===== src/rtl/rf_wb_pkg.sv =====
// Shared types and default widths for the register-file writeback arbiter.
package rf_wb_pkg;

  typedef enum logic [1:0] {RUN, DRAIN, HALTED} wb_state_t;

  localparam int unsigned XLEN_DEFAULT = 32;
  localparam int unsigned AW_DEFAULT   = 5;

endpackage


===== src/rtl/rr_arbiter.sv =====
// Round-robin arbiter: grants the first requester at or above ptr_i, wrapping mod N.
// Purely combinational; no grant when enable_i is low.
module rr_arbiter #(
  parameter int unsigned N = 3
) (
  input  logic [N-1:0]         req_i,
  input  logic [$clog2(N)-1:0] ptr_i,
  input  logic                 enable_i,
  output logic [N-1:0]         gnt_o,
  output logic [$clog2(N)-1:0] gnt_idx_o
);

  localparam int unsigned IW = $clog2(N);

  logic [IW:0]   sum;
  logic [IW-1:0] idx;
  logic          found;

  // Scan N positions starting at ptr_i; the first pending request wins.
  always_comb begin
    gnt_o     = '0;
    gnt_idx_o = '0;
    found     = 1'b0;
    sum       = '0;
    idx       = '0;
    for (int k = 0; k < N; k++) begin
      sum = {1'b0, ptr_i} + (IW + 1)'(k);
      if (sum >= (IW + 1)'(N)) begin
        sum = sum - (IW + 1)'(N);
      end
      idx = sum[IW-1:0];
      if (enable_i && !found && req_i[idx]) begin
        found      = 1'b1;
        gnt_o[idx] = 1'b1;
        gnt_idx_o  = idx;
      end
    end
  end

endmodule


===== src/rtl/rf_wb_arbiter.sv =====
// Shares the register file's single write port between NREQ writeback requesters.
// Round-robin valid/ready grant, one registered output stage, and a flush handshake
// (RUN -> DRAIN -> HALTED) that drains the output stage and blocks new grants.
// Optional feature: define RF_WB_STATS_EN to add the stall_cnt output.
module rf_wb_arbiter
  import rf_wb_pkg::*;
#(
  parameter int unsigned NREQ = 3,
  parameter int unsigned XLEN = XLEN_DEFAULT,
  parameter int unsigned AW   = AW_DEFAULT
) (
  input  logic                 clk,
  input  logic                 reset_n,
  input  logic [NREQ-1:0]      req_valid,
  output logic [NREQ-1:0]      req_ready,
  input  logic [NREQ*AW-1:0]   req_rd,
  input  logic [NREQ*XLEN-1:0] req_data,
  input  logic                 flush_req,
  output logic                 flush_done,
  output logic                 we3,
  output logic [AW-1:0]        a3,
  output logic [XLEN-1:0]      wd3
`ifdef RF_WB_STATS_EN
  ,
  output logic [31:0]          stall_cnt
`endif
);

  localparam int unsigned PW = $clog2(NREQ);

  wb_state_t       state_q, state_d;
  logic [PW-1:0]   rr_ptr_q, rr_ptr_d;
  logic            we3_q, we3_d;
  logic [AW-1:0]   a3_q, a3_d;
  logic [XLEN-1:0] wd3_q, wd3_d;
  logic            flush_done_q, flush_done_d;

  logic [NREQ-1:0] gnt;
  logic [PW-1:0]   gnt_idx;
  logic            grant_en;
  logic            accept;
  logic [AW-1:0]   sel_rd;
  logic [XLEN-1:0] sel_data;

  // Grants only in RUN, never while a flush is being requested or reset is held.
  assign grant_en = reset_n && (state_q == RUN) && !flush_req;

  rr_arbiter #(
    .N (NREQ)
  ) u_rr_arbiter (
    .req_i     (req_valid),
    .ptr_i     (rr_ptr_q),
    .enable_i  (grant_en),
    .gnt_o     (gnt),
    .gnt_idx_o (gnt_idx)
  );

  assign req_ready  = gnt;
  assign we3        = we3_q;
  assign a3         = a3_q;
  assign wd3        = wd3_q;
  assign flush_done = flush_done_q;

  // Request mux, flush FSM next state and output-stage next state.
  always_comb begin
    accept   = |(req_valid & gnt);
    sel_rd   = req_rd[gnt_idx*AW +: AW];
    sel_data = req_data[gnt_idx*XLEN +: XLEN];

    state_d = state_q;
    unique case (state_q)
      RUN:     if (flush_req) state_d = DRAIN;
      DRAIN:   state_d = HALTED;
      HALTED:  if (!flush_req) state_d = RUN;
      default: state_d = RUN;
    endcase

    rr_ptr_d = rr_ptr_q;
    if (accept) begin
      rr_ptr_d = (gnt_idx == PW'(NREQ - 1)) ? '0 : gnt_idx + 1'b1;
    end

    // x0 is hardwired zero: the write is accepted and latched but never enabled.
    we3_d        = accept && (sel_rd != '0);
    a3_d         = accept ? sel_rd : a3_q;
    wd3_d        = accept ? sel_data : wd3_q;
    flush_done_d = (state_d == HALTED);
  end

  // FSM, round-robin pointer and registered write port.
  always_ff @(posedge clk) begin
    if (!reset_n) begin
      state_q      <= RUN;
      rr_ptr_q     <= '0;
      we3_q        <= 1'b0;
      a3_q         <= '0;
      wd3_q        <= '0;
      flush_done_q <= 1'b0;
    end else begin
      state_q      <= state_d;
      rr_ptr_q     <= rr_ptr_d;
      we3_q        <= we3_d;
      a3_q         <= a3_d;
      wd3_q        <= wd3_d;
      flush_done_q <= flush_done_d;
    end
  end

`ifdef RF_WB_STATS_EN
  logic [31:0] stall_cnt_q, stall_cnt_d;

  // Counts cycles where some valid requester was left waiting; saturates.
  always_comb begin
    stall_cnt_d = stall_cnt_q;
    if ((|(req_valid & ~gnt)) && (stall_cnt_q != 32'hFFFF_FFFF)) begin
      stall_cnt_d = stall_cnt_q + 32'd1;
    end
  end

  // Stall counter register.
  always_ff @(posedge clk) begin
    if (!reset_n) begin
      stall_cnt_q <= '0;
    end else begin
      stall_cnt_q <= stall_cnt_d;
    end
  end

  assign stall_cnt = stall_cnt_q;
`endif

endmodule


===== config.mk =====
export PLATFORM = sky130hd
export DESIGN_NAME = rf_wb_arbiter
export DESIGN_NICKNAME = d
export VERILOG_FILES = /design/src/rtl/rf_wb_pkg.sv /design/src/rtl/rr_arbiter.sv /design/src/rtl/rf_wb_arbiter.sv
export SDC_FILE = /design/constraint.sdc
export NUM_CORES = 1
export LEC_CHECK = 0
export CAP_MARGIN = 20
export CORE_UTILIZATION = 40
export CTS_CLUSTER_DIAMETER = 40
export CTS_CLUSTER_SIZE = 28
export DETAILED_ROUTE_END_ITERATION = 8
export MAX_ROUTING_LAYER = met4
export PLACE_DENSITY = 0.88
export SLEW_MARGIN = 10
export SYNTH_ARGS = -nofsm -noshare
export SYNTH_HDL_FRONTEND = slang
export SYNTH_HIERARCHICAL = 1
export SYNTH_SLANG_ARGS = --single-unit
export TNS_END_PERCENT = 20

===== constraint.sdc =====
create_clock -name clk -period 5.7 [get_ports clk]
set_input_delay 1.14 -clock clk [delete_from_list [all_inputs] [get_ports clk]]
set_output_delay 1.14 -clock clk [all_outputs]
set_load 0.02 [all_outputs]

# Yosys cells after proc, flatten, opt, wreduce, memory -nomap -nowiden
# Cells that the tools add are included.
# word_totals
reg_bits	43
inputBits	117
out_inout_bits	42
# op_classes
addsub	6
mul	1
magnitude_cmp	9
eq_ne	4
shift	2
muxes	27
n_bitwise	3
n_reduce_logical	17
# ops
operator	count
$shiftx 96x8->32	1
$mux 2	9
$shiftx 15x6->5	1
$logic_and 1x1->1	11
$lt 2x3->1 const B	3
$mux 3	3
$mux 1	8
$bmux 1 s2	3
$demux 1 s2	3
$eq 2x2->1 const B	3
$ge 2x1->1 const B	3
$ge 3x2->1 const B	2
$or 3x3->3	2
$pmux 2 s3	1
$sub 2x2->2 const B	3
$mul 2x3->5 const B	1
$reduce_bool 5->1	1
$add 2x1->3 const B	1
$add 2x2->3 const B	1
$and 3x3->3	1
$logic_not 1->1	3
$reduce_or 3->1	1
$add 2x1->2 const B	1
$eq 2x1->1 const B	1
2 further kinds	2

# Longest topological paths before layout
# Gate-level depths: netlist (run 1).
# depth
depth_word	18
mapped_depth	13

# By module
# Netlist (run 1), hierarchy kept.
# by_module_without_submodules
module	n_inst	cells_per_inst	area_each_um2	seq_area_each_um2
rf_wb_arbiter	1	236	2298.5	860.8
rr_arbiter	1	40	292.8	0.0

# Worst setup path after synthesis (run 1)
# Ideal clock, no wire load.
# synth_timing
kind	in2out
from	input port reset_n
to	output port req_ready[0]
t_arrival_ps	2325
path_slack_ps	2235
cell_stages	6
n_path_buf	1
cell_sequence	clkbuf_1 -> nor4b_1 -> inv_1 -> nor2_1 -> a32oi_1 -> o21ai_1
# synth_between
elab_chain_len	12
word_cells_on_any_way	16
# synth_rtl
element	line_no	rtl
start, declared	rf_wb_arbiter.sv:13	input logic reset_n,
$logic_and 1x1->1 (*) (2 in series)	rf_wb_arbiter.sv:46	assign grant_en = reset_n && (state_q == RUN) && !flush_req;
named net grant_en	rf_wb_arbiter.sv:40	logic grant_en;
$logic_and 1x1->1	rr_arbiter.sv:32	if (enable_i && !found && req_i[idx]) begin
$mux 1	rr_arbiter.sv:32	
$logic_not 1->1	rr_arbiter.sv:32	
$logic_and 1x1->1 (2 in series)	rr_arbiter.sv:32	
$mux 1	rr_arbiter.sv:32	
$logic_not 1->1	rr_arbiter.sv:32	
$logic_and 1x1->1 (2 in series)	rr_arbiter.sv:32	
$mux 3 (*)	rr_arbiter.sv:32	
end, declared	rf_wb_arbiter.sv:15	output logic [NREQ-1:0] req_ready,
# Mark *: on every way through the listed nets, which the timed path passes. The rest lies on a longest branch.

# Worst setup path after layout (run 1)
# layout_timing
from	input port req_valid[1]
to	output port req_ready[1]
# layout_between
elab_chain_len	12
word_cells_on_any_way	20
# layout_rtl
element	line_no	rtl
start, declared	rf_wb_arbiter.sv:14	input logic [NREQ-1:0] req_valid,
$bmux 1 s2	rr_arbiter.sv:32	
$mux 1 (implied by the code)	rr_arbiter.sv:32	
$logic_and 1x1->1	rr_arbiter.sv:32	
$mux 1	rr_arbiter.sv:32	
$logic_not 1->1	rr_arbiter.sv:32	
$logic_and 1x1->1 (2 in series)	rr_arbiter.sv:32	
$mux 1	rr_arbiter.sv:32	
$logic_not 1->1	rr_arbiter.sv:32	
$logic_and 1x1->1 (2 in series)	rr_arbiter.sv:32	
$mux 3 (*)	rr_arbiter.sv:32	
# Every way passes the cells marked *; elsewhere a longest branch is shown, timed or not. The select of a mux whose other input is x is not followed.

==> impl_metrics.yaml, run 1 <==
routing:
  drt_iter0_drc: 118
  viasPerCell: 5.465
  wl_per_cell_um: 15.96
  vias: 2705
  post-route-drc-count: 0
  first_pass_iters: 4
  ant_nets: 0
  drt_wl_total_um: 7900
sta:
  slew_violations: 0
  rsz0062_at_grt: "no"
  slew-limit-headroom_pct: 38.11
  final-setup-viol-count: 0
  report.final.hold_viol_count: 0
  clock_skew_ps: 8.261
  clock.fmax_ghz: 0.2230
  fin_tns_setup_ps: 0
  period_share_pct: 78.68
  tightest_slew_ps: 926.3
  fin_crit_ps: 4485
synthesis:
  synth_top_cell_by_area: "dfxtp_1"
  synthFlopType: "dfxtp_1"
  syn-cell-area_um2: 2591
  synth_nets: 397
  synth_cells: 276
  synth_cell_types: 41
  synth_edf_count: 0
  ys_async_sr_fraction_pct: 0
  synth_top_area_share_pct: 33.22
  synth_area_per_cell_um2: 9.389
  synth_warnings: 6
  yosysSeqAreaShare_pct: 33.22
  synth_area_leaders: "dfxtp_1 33%, mux2i_1 15%, o211a_1 14%"
  ys_ff_latch: 43
floorplan:
  rows: 28
  die_x_um: 82.49
  ios: 159
  core_area_um2: 6096
  initial_core_util_pct: 42.51
  die_y_um: 82.49
  dieArea_um2: 6804
power_and_ir_drop:
  power_density_nw_per_um2: 178.3
  p_total_uw: 758.8
  p_leak_nw: 1.805
  power_switching_share_pct: 27.99
  p_clk_share_pct: 25.2
  ir_drop_uv: 115.9
  comb_power_share_pct: 31.3
  p_seq_share_pct: 43.5
  power.internal_uw: 546.4
  switchingPower_uw: 212.4
setup_path:
  startpoint_type: "input pin"
  worst_ep_required_time_ps: 4560
  cp_max_fo: 6
  crit_arrival_ps: 3340
  critPathKind: "in2out"
  cp-end-kind: "output port"
global_route:
  grt_max_degree: 44
  grt_pass1_vias: 2699
  antenna_found_initial: 0
  grt_overflow: 0
  grt_pass1_wl_um: 12190
  grtUsageTotal_pct: 24.38
clocking:
  cts_resized: 0
  clk_path_buf_depth: 2
  htree_levels: 2
  cts_root_buf: "clkbuf_8"
  clkSlewWorstSetupHoldPaths_ps: 80
  numCtsBuffers: 5
  cts_tree: "yes"
  cts_hold_buf: 0
  clock-sinks: 43
  clk_latency_ps: 300
  cts_setup_buffers: 0
final_layout:
  fill_cells: 497
  layout.cells.most_common: "clkdlybuf4s50_1"
  drive_gt1_share_pct: 4.286
  n_antenna_cell: 0
  areaGrowthSynthToFinish_pct: 64.22
  nets: 540
  final_cell_mix: "158 x clkdlybuf4s50_1, 43 x dfxtp_1, 41 x nand2_1"
placed_design:
  place.gp.congestion: 0.8053
  port_buffers: 158
  dp_hpwl_um: 5777
job:
  drv_cap: 0
min_path:
  hold_path_class: "reg2reg"
run_status:
  status: "finished, final reports clean"
-- path summary, 6_finish.rpt --
check,startpoint,slack (ps),to,cells past startpoint
worst max register to register,rr_ptr_q[1],2460,we3,10
worst min register to register,state_q[0],480,state_q[0],1
worst max-delay path,req_valid[1],1220,req_ready[1],6
worst min-delay path,state_q[0],480,state_q[0],1
-- per-stage QoR --
stage / cells / hold WS [ps] / util [%] / instance area, µm² / worst slack (ps)
CTS: 495 / 482.5 / 69.81 / 4255 / 1224
floorplan: 276 / 443.2 / - / 2591 / 2235
global placement: 487 / 458.7 / 68.41 / 4170 / 1286
detailed placement: 487 / 470.6 / 68.41 / 4170 / 1229
finish: 495 / 478.0 / 69.81 / 4255 / 1215
global route: 495 / 500.2 / 69.81 / 4255 / 974.8
-- sequential cells by signal (all words and copies together), names as in the netlist --
name and cells:
state_q 2, we3 1, wd3 32, a3 5, rr_ptr_q 2, flush_done 1
-- area by class of cell --
cell class                      count  area, µm²  area share [%]
Sequential cell                    43      860.8           20.23
Inverter                            5      18.77          0.4410
Clock buffer                        6      72.57           1.705
Timing Repair Buffer              162       1624           38.17
Multi-Input combinational cell    202       1573           36.96
Clock inverter                      2      12.51          0.2940
Tap cell                           75      93.84           2.205
-- worst max-delay path, stage by stage --
cell and delay, ps:
clkdlybuf4s50_1 530, mux2i_2 280, or2_4 190, o2111ai_1 220, a21oi_1 330, clkdlybuf4s50_1 650
-- power by group through the flow --
stage	Clock, mW	Combinational [mW]	Sequential [mW]
global route	0.212	0.255	0.333
detailed placement	0	0.237	0.337
global placement	0	0.233	0.337
CTS	0.196	0.238	0.331
floorplan	0	0.0796	0.360
finish	0.191	0.237	0.330
-- synthesized netlist by cell type, types with 2 or more instances --
cell,instances
a21oi_1,6
a2bb2oi_1,4
and2_1,3
buf_1,2
buf_2,8
buf_6,2
buf_8,3
clkbuf_1,10
dfxtp_1,43
ha_1,4
inv_1,5
mux2i_1,40
nand2_1,42
nand2b_1,2
nand4_1,2
nor2_1,4
nor2b_1,2
nor4b_1,2
nor4bb_1,2
o2111ai_1,2
o211a_1,37
o211ai_1,32
-- layer usage --
layer / global-route usage, % / vias to the layer above / share of wire (%)
met5: - / - / 0
met4: 8.246 / 0 / 1.8
met3: 7.363 / 17 / 8.8
met2: 43.06 / 116 / 50
met1: 25.79 / 1244 / 39
li1: - / 1328 / -
-- logic make-up (layout without fill, tap and decap cells) --
family                     after synthesis  after routing  share of synthesized area (%)
adders and majority gates                4              4                          1.932
AOI/OAI and AO/OA                       91             91                          29.70
DFF                                     43             43                          33.22
and+or+nand+nor                         66             66                          12.26
muxes                                   41             41                          15.98
buffers and inverters                   31            175                          6.905
(Power assumes the default switching activity.)
==> run 2, diff against run 1 <==
--- a/config.mk
+++ b/config.mk
@@ -6,12 +6,12 @@
 export NUM_CORES = 1
 export LEC_CHECK = 0
 export CAP_MARGIN = 20
-export CORE_UTILIZATION = 40
+export CORE_UTILIZATION = 38
 export CTS_CLUSTER_DIAMETER = 40
 export CTS_CLUSTER_SIZE = 28
 export DETAILED_ROUTE_END_ITERATION = 8
 export MAX_ROUTING_LAYER = met4
-export PLACE_DENSITY = 0.88
+export PLACE_DENSITY = 0.84
 export SLEW_MARGIN = 10
 export SYNTH_ARGS = -nofsm -noshare
 export SYNTH_HDL_FRONTEND = slang
==> constraint.sdc (replaced) <==
create_clock -name clk -period 4.4 [get_ports clk]
set_input_delay 0.88 -clock clk [delete_from_list [all_inputs] [get_ports clk]]
set_output_delay 0.88 -clock clk [all_outputs]
set_load 0.02 [all_outputs]
==> impl_metrics.yaml, run 2 (synthesis results as in run 1) <==
setup_path:
  crit_chain: "clkdlybuf4s50_1 > nor4b_1 > inv_1 > nor2_1 > a32oi_1 > o21ai_1 > clkdlybuf4s50_1"
  cp-end-kind: "output port"
  cp_top_family: "buffers and inverters"
  critical_path_buf_inv_count: 3
  reg2regPathDepth: 10
  crit_arrival_ps: 3110
  critPathKind: "in2out"
  cp_max_fo: 4
  cp.depth: 7
  r2r_slack_ps: 1270
  worst_ep_required_time_ps: 3520
  critical_path.most_common_cell: "clkdlybuf4s50_1"
  crit_slowest_cell: "clkdlybuf4s50_1"
  crit_path_end: "req_ready[0]"
  r2r-start: "rr_ptr_q[0]"
  max_stage_delay_ps: 650
  startpoint_type: "input pin"
  crit_start: "flush_req"
  r2r_end: "wd3[15]"
min_path:
  hold_path_depth: 1
  hold_path_class: "reg2reg"
global_route:
  grt_overflow: 0
  antenna_found_initial: 0
  grtUsageTotal_pct: 23.29
  grt_max_degree: 76
  grt_pass1_vias: 2818
  grt_pass1_wl_um: 12950
clocking:
  clkSlewWorstSetupHoldPaths_ps: 80
  clock-sinks: 43
  clk_latency_ps: 290
  cts_root_buf: "clkbuf_8"
  htree_levels: 2
  cts_resized: 0
  cts_setup_buffers: 0
  cts_tree: "yes"
  numCtsBuffers: 5
  cts_hold_buf: 0
  clk_path_buf_depth: 2
power_and_ir_drop:
  p_clk_share_pct: 30.5
  p_leak_nw: 1.838
  p_seq_share_pct: 40.6
  ir_drop_uv: 121.8
  switchingPower_uw: 275.6
  comb_power_share_pct: 29.0
  power_switching_share_pct: 26.11
  power_density_nw_per_um2: 245.7
  power.internal_uw: 779.9
routing:
  drt_iter0_drc: 155
  wl_per_cell_um: 15.95
  viasPerCell: 5.462
  post-route-drc-count: 6
  vias: 2731
  drt_wl_total_um: 7975
  ant_nets: 0
  first_pass_iters: 7
placed_design:
  port_buffers: 158
  place_area_um2: 4178
  dp_hpwl_um: 5939
  pre_cts_ws_ps: 413.3
  place.gp.congestion: 0.9724
final_layout:
  drive_gt1_share_pct: 5.201
  n_antenna_cell: 0
  design_area_um2: 4295
  layout.cells.most_common: "clkdlybuf4s50_1"
  final_util_pct: 66.51
  fill_cells: 557
  areaGrowthSynthToFinish_pct: 65.77
  final_cell_mix: "158 x clkdlybuf4s50_1, 43 x dfxtp_1, 41 x nand2_1"
  nets: 543
  largest_register_ff_count: 32
sta:
  setup_slack_ps: 405.7
  fin_crit_ps: 3994
  final-setup-viol-count: 0
  fin_tns_setup_ps: 0
  period_share_pct: 90.78
  clock_skew_ps: 7.110
  slew-limit-headroom_pct: 51.12
  tightest_slew_ps: 733.2
  rsz0062_at_grt: "no"
  slew_violations: 0
  clock.fmax_ghz: 0.2504
  report.final.hold_viol_count: 0
run_status:
  status: "finished, violations left"
  violations: "design-rule violations"
floorplan:
  dieArea_um2: 7153
  die_x_um: 84.58
  die_y_um: 84.58
  core_area_um2: 6459
  initial_core_util_pct: 40.12
  ios: 159
  rows: 29
job:
  drv_cap: 0
[run 2: routing by layer]
metal | track usage [%] | vias up | share of wire, %
met3 | 6.195 | 16 | 8.0
met1 | 25.11 | 1265 | 39
met5 | - | - | 0
li1 | - | 1331 | -
met4 | 8.012 | 0 | 2.0
met2 | 41.24 | 119 | 51
[run 2: worst reg2reg max path, cell delays in order, from the launching register on]
cell and delay [ps]:
dfxtp_1 390, inv_1 80, ha_1 350, nor4b_1 440, o2111ai_1 260, a21oi_1 300, a22oi_1 140, nand2_2 80
buf_4 560, o211ai_1 260, o211a_1 180
[run 2: how the worst min path moves through the flow]
stage	from	to
after floorplan	state_q[1]	state_q[0]
after global placement	state_q[0]	state_q[0]
after detailed placement	state_q[1]	state_q[0]
after CTS	state_q[1]	state_q[0]
after global routing	state_q[1]	state_q[0]
final	state_q[1]	state_q[0]
[run 2: cell type report]
class,instances,area (µm²),area share [%]
well taps,77,96.34,2.243
clock inverters,2,35.03,0.8156
repair buffers,165,1634,38.04
clock buffers,6,82.58,1.923
inverters,5,18.77,0.4369
multi-input cells,202,1568,36.50
flip-flops and latches,43,860.8,20.04
[run 2: stage by stage]
step,power (mW),cells,hold slack [ps]
5_1_grt,1.110,500,501.1
3_5_place_dp,0.7440,492,471.9
3_3_place_gp,0.7368,492,458.7
6_report,1.055,500,480.3
4_1_cts,1.067,500,483.0
2_1_floorplan,0.5691,276,443.2
[run 2: power by group through the flow]
| stage | clock network, mW | registers, mW | logic [mW] |
|---|---|---|---|
| global placement | 0 | 0.436 | 0.301 |
| CTS | 0.331 | 0.428 | 0.308 |
| detailed placement | 0 | 0.438 | 0.306 |
| finish | 0.321 | 0.428 | 0.306 |
| floorplan | 0 | 0.466 | 0.103 |
| global route | 0.351 | 0.432 | 0.327 |
==> run 3, diff against run 2 <==
--- a/config.mk
+++ b/config.mk
@@ -8,7 +8,7 @@
 export CAP_MARGIN = 20
 export CORE_UTILIZATION = 38
 export CTS_CLUSTER_DIAMETER = 40
-export CTS_CLUSTER_SIZE = 28
+export CTS_CLUSTER_SIZE = 30
 export DETAILED_ROUTE_END_ITERATION = 8
 export MAX_ROUTING_LAYER = met4
 export PLACE_DENSITY = 0.84
==> results of run 3 <==
No change in the layout: final DEF, timing and power equal those of run 2.
